===== src/rtl/step_controller.sv =====
`default_nettype none
// ============================================================================
// Module   : step_controller
// Purpose  : Generates a one-cycle CPU clock enable (cpu_en) for a 6502 core
//            running in the FPGA clock domain. A debounced push button
//            single-steps the core, a run switch selects free-running
//            execution at a divided rate, and a halt request from the core
//            stops issue until the button is pressed again.
// Revision : 1.0 - initial release
// ----------------------------------------------------------------------------
// Parameters
//   DEBOUNCE_CYCLES : stable cycles before a button level change is accepted
//                     (>= 1)
//   RUN_DIV         : clk cycles between cpu_en pulses in RUN mode (>= 2)
//   CNT_W           : width of step_count (only with STEP_COUNTER_EN)
// Ports
//   clk        in   FPGA system clock
//   rst        in   synchronous, active-high reset
//   btn_raw    in   raw step button (asynchronous, bouncy, active-high)
//   run_sel    in   mode switch (asynchronous): 0 single-step, 1 free-run
//   halt       in   synchronous halt request from the core (level)
//   cpu_en     out  registered one-cycle clock enable to the core
//   btn_clean  out  debounced button level
//   mode       out  current state: 00 STEP, 01 RUN, 10 HALTED
//   step_count out  number of cpu_en pulses issued (STEP_COUNTER_EN only)
// Configuration macro
//   STEP_COUNTER_EN : when defined, adds the CNT_W parameter, the step_count
//                     port and its wrapping pulse counter.
// ============================================================================
module step_controller #(
    parameter int DEBOUNCE_CYCLES = 500000,
    parameter int RUN_DIV         = 5000000
`ifdef STEP_COUNTER_EN
    ,
    parameter int CNT_W           = 16
`endif
) (
    input  logic             clk,
    input  logic             rst,
    input  logic             btn_raw,
    input  logic             run_sel,
    input  logic             halt,
    output logic             cpu_en,
    output logic             btn_clean,
    output logic [1:0]       mode
`ifdef STEP_COUNTER_EN
    ,
    output logic [CNT_W-1:0] step_count
`endif
);

    // Counter widths hold 0..N-1; a one-cycle debounce still needs one bit.
    localparam int DB_W  = (DEBOUNCE_CYCLES > 1) ? $clog2(DEBOUNCE_CYCLES) : 1;
    localparam int DIV_W = $clog2(RUN_DIV);

    localparam logic [DB_W-1:0]  DB_MAX  = DB_W'(DEBOUNCE_CYCLES - 1);
    localparam logic [DIV_W-1:0] DIV_MAX = DIV_W'(RUN_DIV - 1);

    typedef enum logic [1:0] {
        ST_STEP   = 2'b00,
        ST_RUN    = 2'b01,
        ST_HALTED = 2'b10
    } state_e;

    // ------------------------------------------------------------------------
    // Two-flop synchronizers for the asynchronous board inputs
    // ------------------------------------------------------------------------
    logic btn_meta_q, btn_s_q;
    logic run_meta_q, run_s_q;

    always_ff @(posedge clk) begin
        if (rst) begin
            btn_meta_q <= 1'b0;
            btn_s_q    <= 1'b0;
            run_meta_q <= 1'b0;
            run_s_q    <= 1'b0;
        end else begin
            btn_meta_q <= btn_raw;
            btn_s_q    <= btn_meta_q;
            run_meta_q <= run_sel;
            run_s_q    <= run_meta_q;
        end
    end

    // ------------------------------------------------------------------------
    // Debounce: the synchronized level must disagree with the accepted level
    // for DEBOUNCE_CYCLES consecutive cycles before it is taken. Any cycle of
    // agreement restarts the count, so short glitches never get through.
    // ------------------------------------------------------------------------
    logic [DB_W-1:0] db_cnt_q;
    logic            btn_clean_q;
    logic            btn_clean_dly_q;
    logic            btn_rise;

    always_ff @(posedge clk) begin
        if (rst) begin
            db_cnt_q        <= '0;
            btn_clean_q     <= 1'b0;
            btn_clean_dly_q <= 1'b0;
        end else begin
            btn_clean_dly_q <= btn_clean_q;
            if (btn_s_q != btn_clean_q) begin
                if (db_cnt_q == DB_MAX) begin
                    btn_clean_q <= btn_s_q;
                    db_cnt_q    <= '0;
                end else begin
                    db_cnt_q <= db_cnt_q + DB_W'(1);
                end
            end else begin
                db_cnt_q <= '0;
            end
        end
    end

    // Only presses matter; releases are ignored.
    assign btn_rise = btn_clean_q & ~btn_clean_dly_q;

    // ------------------------------------------------------------------------
    // Mode FSM and run-rate divider
    // ------------------------------------------------------------------------
    state_e           state_q, state_d;
    logic [DIV_W-1:0] div_q, div_d;
    logic             cpu_en_q, cpu_en_d;

    always_ff @(posedge clk) begin
        if (rst) begin
            state_q  <= ST_STEP;
            div_q    <= '0;
            cpu_en_q <= 1'b0;
        end else begin
            state_q  <= state_d;
            div_q    <= div_d;
            cpu_en_q <= cpu_en_d;
        end
    end

    always_comb begin
        state_d  = state_q;
        div_d    = div_q;
        cpu_en_d = 1'b0;
        case (state_q)
            ST_STEP: begin
                // halt wins over everything, then the run switch, then a press
                if (halt) begin
                    state_d = ST_HALTED;
                end else if (run_s_q) begin
                    state_d = ST_RUN;
                    div_d   = '0;
                end else begin
                    cpu_en_d = btn_rise;
                end
            end
            ST_RUN: begin
                if (halt) begin
                    state_d = ST_HALTED;
                    div_d   = '0;
                end else if (!run_s_q) begin
                    state_d = ST_STEP;
                    div_d   = '0;
                end else if (div_q == DIV_MAX) begin
                    // Terminal count: the pulse lands in the following cycle,
                    // so the first one appears RUN_DIV cycles after entry.
                    cpu_en_d = 1'b1;
                    div_d    = '0;
                end else begin
                    div_d = div_q + DIV_W'(1);
                end
            end
            ST_HALTED: begin
                div_d = '0;
                // The releasing press only resumes stepping; it issues nothing.
                if (btn_rise && !halt) begin
                    state_d = ST_STEP;
                end
            end
            default: begin
                state_d = ST_STEP;
                div_d   = '0;
            end
        endcase
    end

    assign cpu_en    = cpu_en_q;
    assign btn_clean = btn_clean_q;
    assign mode      = state_q;

`ifdef STEP_COUNTER_EN
    // ------------------------------------------------------------------------
    // Issued-pulse counter; wraps naturally and survives mode changes.
    // ------------------------------------------------------------------------
    logic [CNT_W-1:0] step_cnt_q;

    always_ff @(posedge clk) begin
        if (rst) begin
            step_cnt_q <= '0;
        end else if (cpu_en_q) begin
            step_cnt_q <= step_cnt_q + CNT_W'(1);
        end
    end

    assign step_count = step_cnt_q;
`endif

endmodule
`default_nettype wire


===== config.mk =====
export PLATFORM = sky130hd
export DESIGN_NAME = step_controller
export DESIGN_NICKNAME = d
export VERILOG_FILES = /design/src/rtl/step_controller.sv
export SDC_FILE = /design/constraint.sdc
export NUM_CORES = 1
export LEC_CHECK = 0
export ABC_CLOCK_PERIOD_IN_PS = 2000
export CORE_UTILIZATION = 43
export CTS_CLUSTER_SIZE = 40
export DETAILED_ROUTE_END_ITERATION = 12
export RECOVER_POWER = 50
export SETUP_SLACK_MARGIN = 0.3
export SLEW_MARGIN = 20
export SYNTH_ARGS = -nofsm -noshare
export SYNTH_HDL_FRONTEND = slang
export SYNTH_SLANG_ARGS = --single-unit

===== constraint.sdc =====
create_clock -name clk -period 2 [get_ports clk]
set_input_delay 0.4 -clock clk [delete_from_list [all_inputs] [get_ports clk]]
set_output_delay 0.4 -clock clk [all_outputs]
set_load 0.01 [all_outputs]

After elaboration in Yosys (flattened, before gate mapping)
Index checks and enable logic that the tools add are counted.
- multiplexer cells: 18
- add/subtract/negate cells: 2
- reductions and logical operators: 7
- equality and inequality tests: 10
- bitwise logic cells: 3
- operators with widths (cell ; count):
    23-bit two-way mux ; 5
    23-bit one-hot mux with 2 select lines ; 1
    23-bit by 1-bit adder with 23-bit output, second input constant ; 1
    23-bit equality test, second input constant ; 1
    19-bit by 1-bit adder with 19-bit output, second input constant ; 1
    19-bit equality test, second input constant ; 1
    2-bit two-way mux ; 5
    2-bit inequality test, second input constant ; 3
    3-bit inequality test, second input constant ; 2
    2-bit one-hot mux with 3 select lines ; 1
    1-bit two-way mux ; 5
    2-bit AND reduction ; 2
    3-bit AND reduction ; 1
    3-bit OR reduction ; 1
    2-bit by 1-bit equality test with 1-bit output, second input constant ; 1
    2-bit equality test, second input constant ; 1
    2-bit zero test ; 1
    1-bit inverter ; 2
    1-bit one-hot mux with 2 select lines ; 1
    1-bit bitwise AND ; 1
    1-bit logical AND ; 1
    1-bit zero test ; 1
    1-bit inequality test ; 1
- register bits: 51
- input bits: 5

Logic depth before layout (Yosys ltp)
- depth after elaboration: 5
- depth in mapped cells: 7
- mapped depth without buffers: 6

Least setup slack after synthesis
No wires, ideal clock.
- kind: register to register
- start: register div_q[15]
- end: register div_q[4]
- path buffers: 2
- stages on the path, launching flop included: 8
- data arrival time: 1883 ps
- required time: 1872 ps
- path slack: -11 ps
- period minus slack after synthesis: 2011 ps
- cell sequence: dfxtp_1 > buf_6 > or4b_1 > or4_4 > o21a_1 > buf_6 > a22oi_1 > nor2_1
- cells in the longest elaborated chain, start to end: 5
- RTL lines (item ; line ; source):
    from (decl) ; 122 ; logic [DIV_W-1:0] div_q, div_d;
    from (signal assigned) ; 132 ; div_q <= div_d;
    23-bit equality test ; 160 ; end else if (div_q == DIV_MAX) begin
    23-bit two-way mux ; 160 ;
    23-bit two-way mux ; 157 ; end else if (!run_s_q) begin
    23-bit two-way mux ; 154 ; if (halt) begin
    23-bit one-hot mux with 2 select lines ; 141 ; case (state_q)
No other way between the ends.
A chain may end at the register's enable or synchronous reset.

Final worst setup path
- start: register div_q[21]
- end: register div_q[15]
Same word-level chain as after synthesis.

==> flow_summary.yaml <==
sta:
  finalMaxSlewViolations: 0
  post-route-worst-setup-slack_ns: -0.0307
  timing.final.crit_period_ns: 2.03
  unrepaired_setup_endpoints_after_global_routing: "true"
  slew_headroom_pct: 51.2
  finalSetupViolations: 11
  final.period_utilization_pct: 102
  timing.final.hold_violations: 0
  worst-slew-pin-transition_ns: 0.726
  fin_worst_skew_ns: 0.00857
  max_freq_mhz: 492
detailed_routing:
  drt_iter0_drc: 122
  drtPass1Iterations: 4
  vias_per_cell: 5.30
  drcViolationCount: 0
  dr_total_vias: 2095
  drtAntennaViolNets: 0
  routedWlPerCell_microns: 13.4
  totalWireLength_mm: 5.31
hold_path:
  hold_path.startpoint: "run_meta_q"
  timing.hold.worst.class: "reg2reg"
clock_network:
  clock_latency_reported_for_the_late_side_of_the_worst_skew_pair_ns: 0.29
  clkTransAtPathRegs_ns: 0.09
  tritoncts: "built"
  clock-root-buffer: "clkbuf_8"
  clock_path_buffers: 2
  clock_sinks: 51
  htree_num_levels: 2
  cts_made_buffers: 5
run:
  drv.max_cap_violation_count: 0
global_route:
  gr-usage-all-layers_pct: 18.7
  initial_antenna_violation_count: 0
  grt_remaining_overflow: 0
  largest_net_degree_at_the_start_of_global_routing: 32
  via_count_of_the_first_global_routing_pass: 1954
  grt_first_pass_wirelength_mm: 8.90
synth:
  post_synth_num_cell_types: 44
  ys_ff_latch: 51
  synth_enable_flop_cells: 0
  yosysWarnings: 0
  yosys.area.top_type: "dfxtp_1"
  seq_area_frac_synth_pct: 42.4
  synth_ff_type: "dfxtp_1"
  synth_area_leaders: "dfxtp_1 (42%), nor2_1 (6.5%), xnor2_1 (5.1%)"
  synth_top_area_share_pct: 42.4
  syn_area_sq_um: 2410
  syn_inst: 282
  mappedNetlistNets: 289
  syn_area_per_cell_sq_um: 8.55
  async_flop_share_pct: 0
layout:
  finalNetCount: 331
  flow.area_growth_from_synthesis_pct: 23.4
  drive_above_1_share_pct: 20.3
  mostFrequentLayoutCells: "dfxtp_1 (44), nor2_1 (42), buf_4 (33), nand2_1 (21), nand3_1 (16)"
  mostFrequentLayoutCell: "dfxtp_1"
  finish.instance_area_sq_um: 2970
  antenna_cells: 0
floorplanning:
  initial_utilization_pct: 46.0
  die_area_sq_um: 5910
  rows: 26
  dieHeight_microns: 76.9
  core_sq_um: 5240
  die-width_microns: 76.9
  ioPinCount: 9
power_and_ir_drop:
  ir_worst_vdd_mv: 0.368
  power.leakage_uw: 0.00101
  power_density_nw_per_um2: 558
  design_power_total_uw: 1660
worst_setup_path:
  cp-startpoint: "div_q[21]"
  r2r-start: "div_q[21]"
  path_max_fanout: 6
  worst_path_dominant_cell_family: "simple AND/OR/NAND/NOR gates"
  timing_worst_setup_path_type: "reg2reg"
  critical_path_endpoint_category: "flip-flop"
  worst-endpoint-arrival_ns: 2.22
  critical_path.slowest_cell: "or4_4"
  crit_path_max_incr_delay_ns: 0.54
  critPathRequiredTime_ns: 2.19
  cp_cell_sequence: "or4b_4, or4_4, o21ai_4, a21o_1, buf_4, nor2_1"
  timing.critical_path.from_type: "flip-flop"
  buf_inv_stages_crit_path: 1
placement:
  place.gp.congestion: 0.768
  numPortBuffers: 8
  dpl-instance-area_sq_um: 2780
  dp.final_hpwl_mm: 3.70
outcome:
  violations: "negative setup slack"
  status: "complete, but fails checks"
==> Yosys cell counts, types with 3 or more instances <==
master and instances:
nor3_1 13, a21oi_1 3, dfxtp_1 51, xnor2_1 14, o21ai_0 8, nand2_1 21, nor2b_1 7, and3_1 4
nand2b_1 5, or2_2 3, nand3b_1 4, or4b_1 3, and2_1 3, clkbuf_1 6, xor2_1 14, a31oi_1 3
nor4b_1 4, inv_1 6, nor4_1 7, nor3b_1 3, nand4_1 9, nor2_1 42, nand3_1 16, and4_1 3
or4_1 3
==> worst reg2reg max path: stages (launching register included) <==
cell	delay, ns
dfxtp_2	0.33
or4b_4	0.53
or4_4	0.54
o21ai_4	0.19
a21o_1	0.15
buf_4	0.14
nor2_1	0.05
==> cell families (layout without fill, tap and decap cells) <==
| group | count (synthesis) | in the layout | synth area share (%) |
|---|---|---|---|
| flip-flops | 51 | 51 | 42.4 |
| adder cells (fa/ha/maj) | 2 | 2 | 1.04 |
| buffers and inverters | 15 | 56 | 3.12 |
| XOR/XNOR | 28 | 28 | 10.2 |
| multiplexers | 2 | 2 | 0.831 |
| AO/OA/AOI/OAI | 27 | 28 | 7.32 |
| AND/OR/NAND/NOR | 157 | 158 | 35.2 |
==> layout make-up <==
type | count | area (sq um)
Clock buffer | 7 | 76.3
Clock inverter | 1 | 5.00
Fill cell | 486 | 2260
Inverter | 6 | 22.5
Multi-Input combinational cell | 218 | 1400
Sequential cell | 51 | 1030
Tap cell | 70 | 87.6
Timing Repair Buffer | 42 | 348
==> per-layer routing <==
layer | vias to the layer above | routed length, microns | track usage (%)
li1 | 1088 | - | -
met1 | 972 | 2540 | 23.6
met2 | 29 | 2560 | 32.0
met3 | 6 | 131 | 3.10
met4 | 0 | 80 | 6.54
met5 | - | 0 | 0
==> registers in the layout, summed over array words and instances (netlist names) <==
signal           count
div_q               23
db_cnt_q            19
mode                 2
btn_clean            1
btn_clean_dly_q      1
btn_meta_q           1
btn_s_q              1
cpu_en               1
run_meta_q           1
run_s_q              1
==> where the power goes <==
part           switching [uW]  total [uW]  internal [uW]
Clock                     315         561            246
Sequential               6.59        1030           1020
Combinational            39.8        70.8           30.9
Total                     361        1660           1300
==> stage by stage <==
stage / TNS (ns) / util [%] / setup WS [ns] / hold WS (ns) / std cells
after floorplan: 0 / - / 0.0528 / 0.414 / 282
after global placement: -0.961 / 53.1 / -0.0986 / 0.426 / 381
after detailed placement: -1.28 / 53.1 / -0.0976 / 0.424 / 381
after CTS: -0.0741 / 55.5 / -0.0194 / 0.445 / 391
after global routing: -1.53 / 56.8 / -0.0913 / 0.456 / 395
final: -0.197 / 56.8 / -0.0307 / 0.441 / 395
==> repair_timing <==
item | 4_1_cts | 5_1_grt
hold buffers | 0 | 0
pin swaps | 2 | 1
gates cloned | 1 | 1
setup endpoints to repair | 43 | 43
resized for setup | 9 | 12
buffers inserted | 1 | 3
==> final timing paths <==
| kind | slack, ns | endpoint | cells past startpoint |
|---|---|---|---|
| max | -0.03 | div_q[15] | 6 |
| min | 0.44 | run_s_q | 1 |
| max reg2reg | -0.03 | div_q[15] | 6 |
| min reg2reg | 0.44 | run_s_q | 1 |
Power figures use the tool's default switching activity.
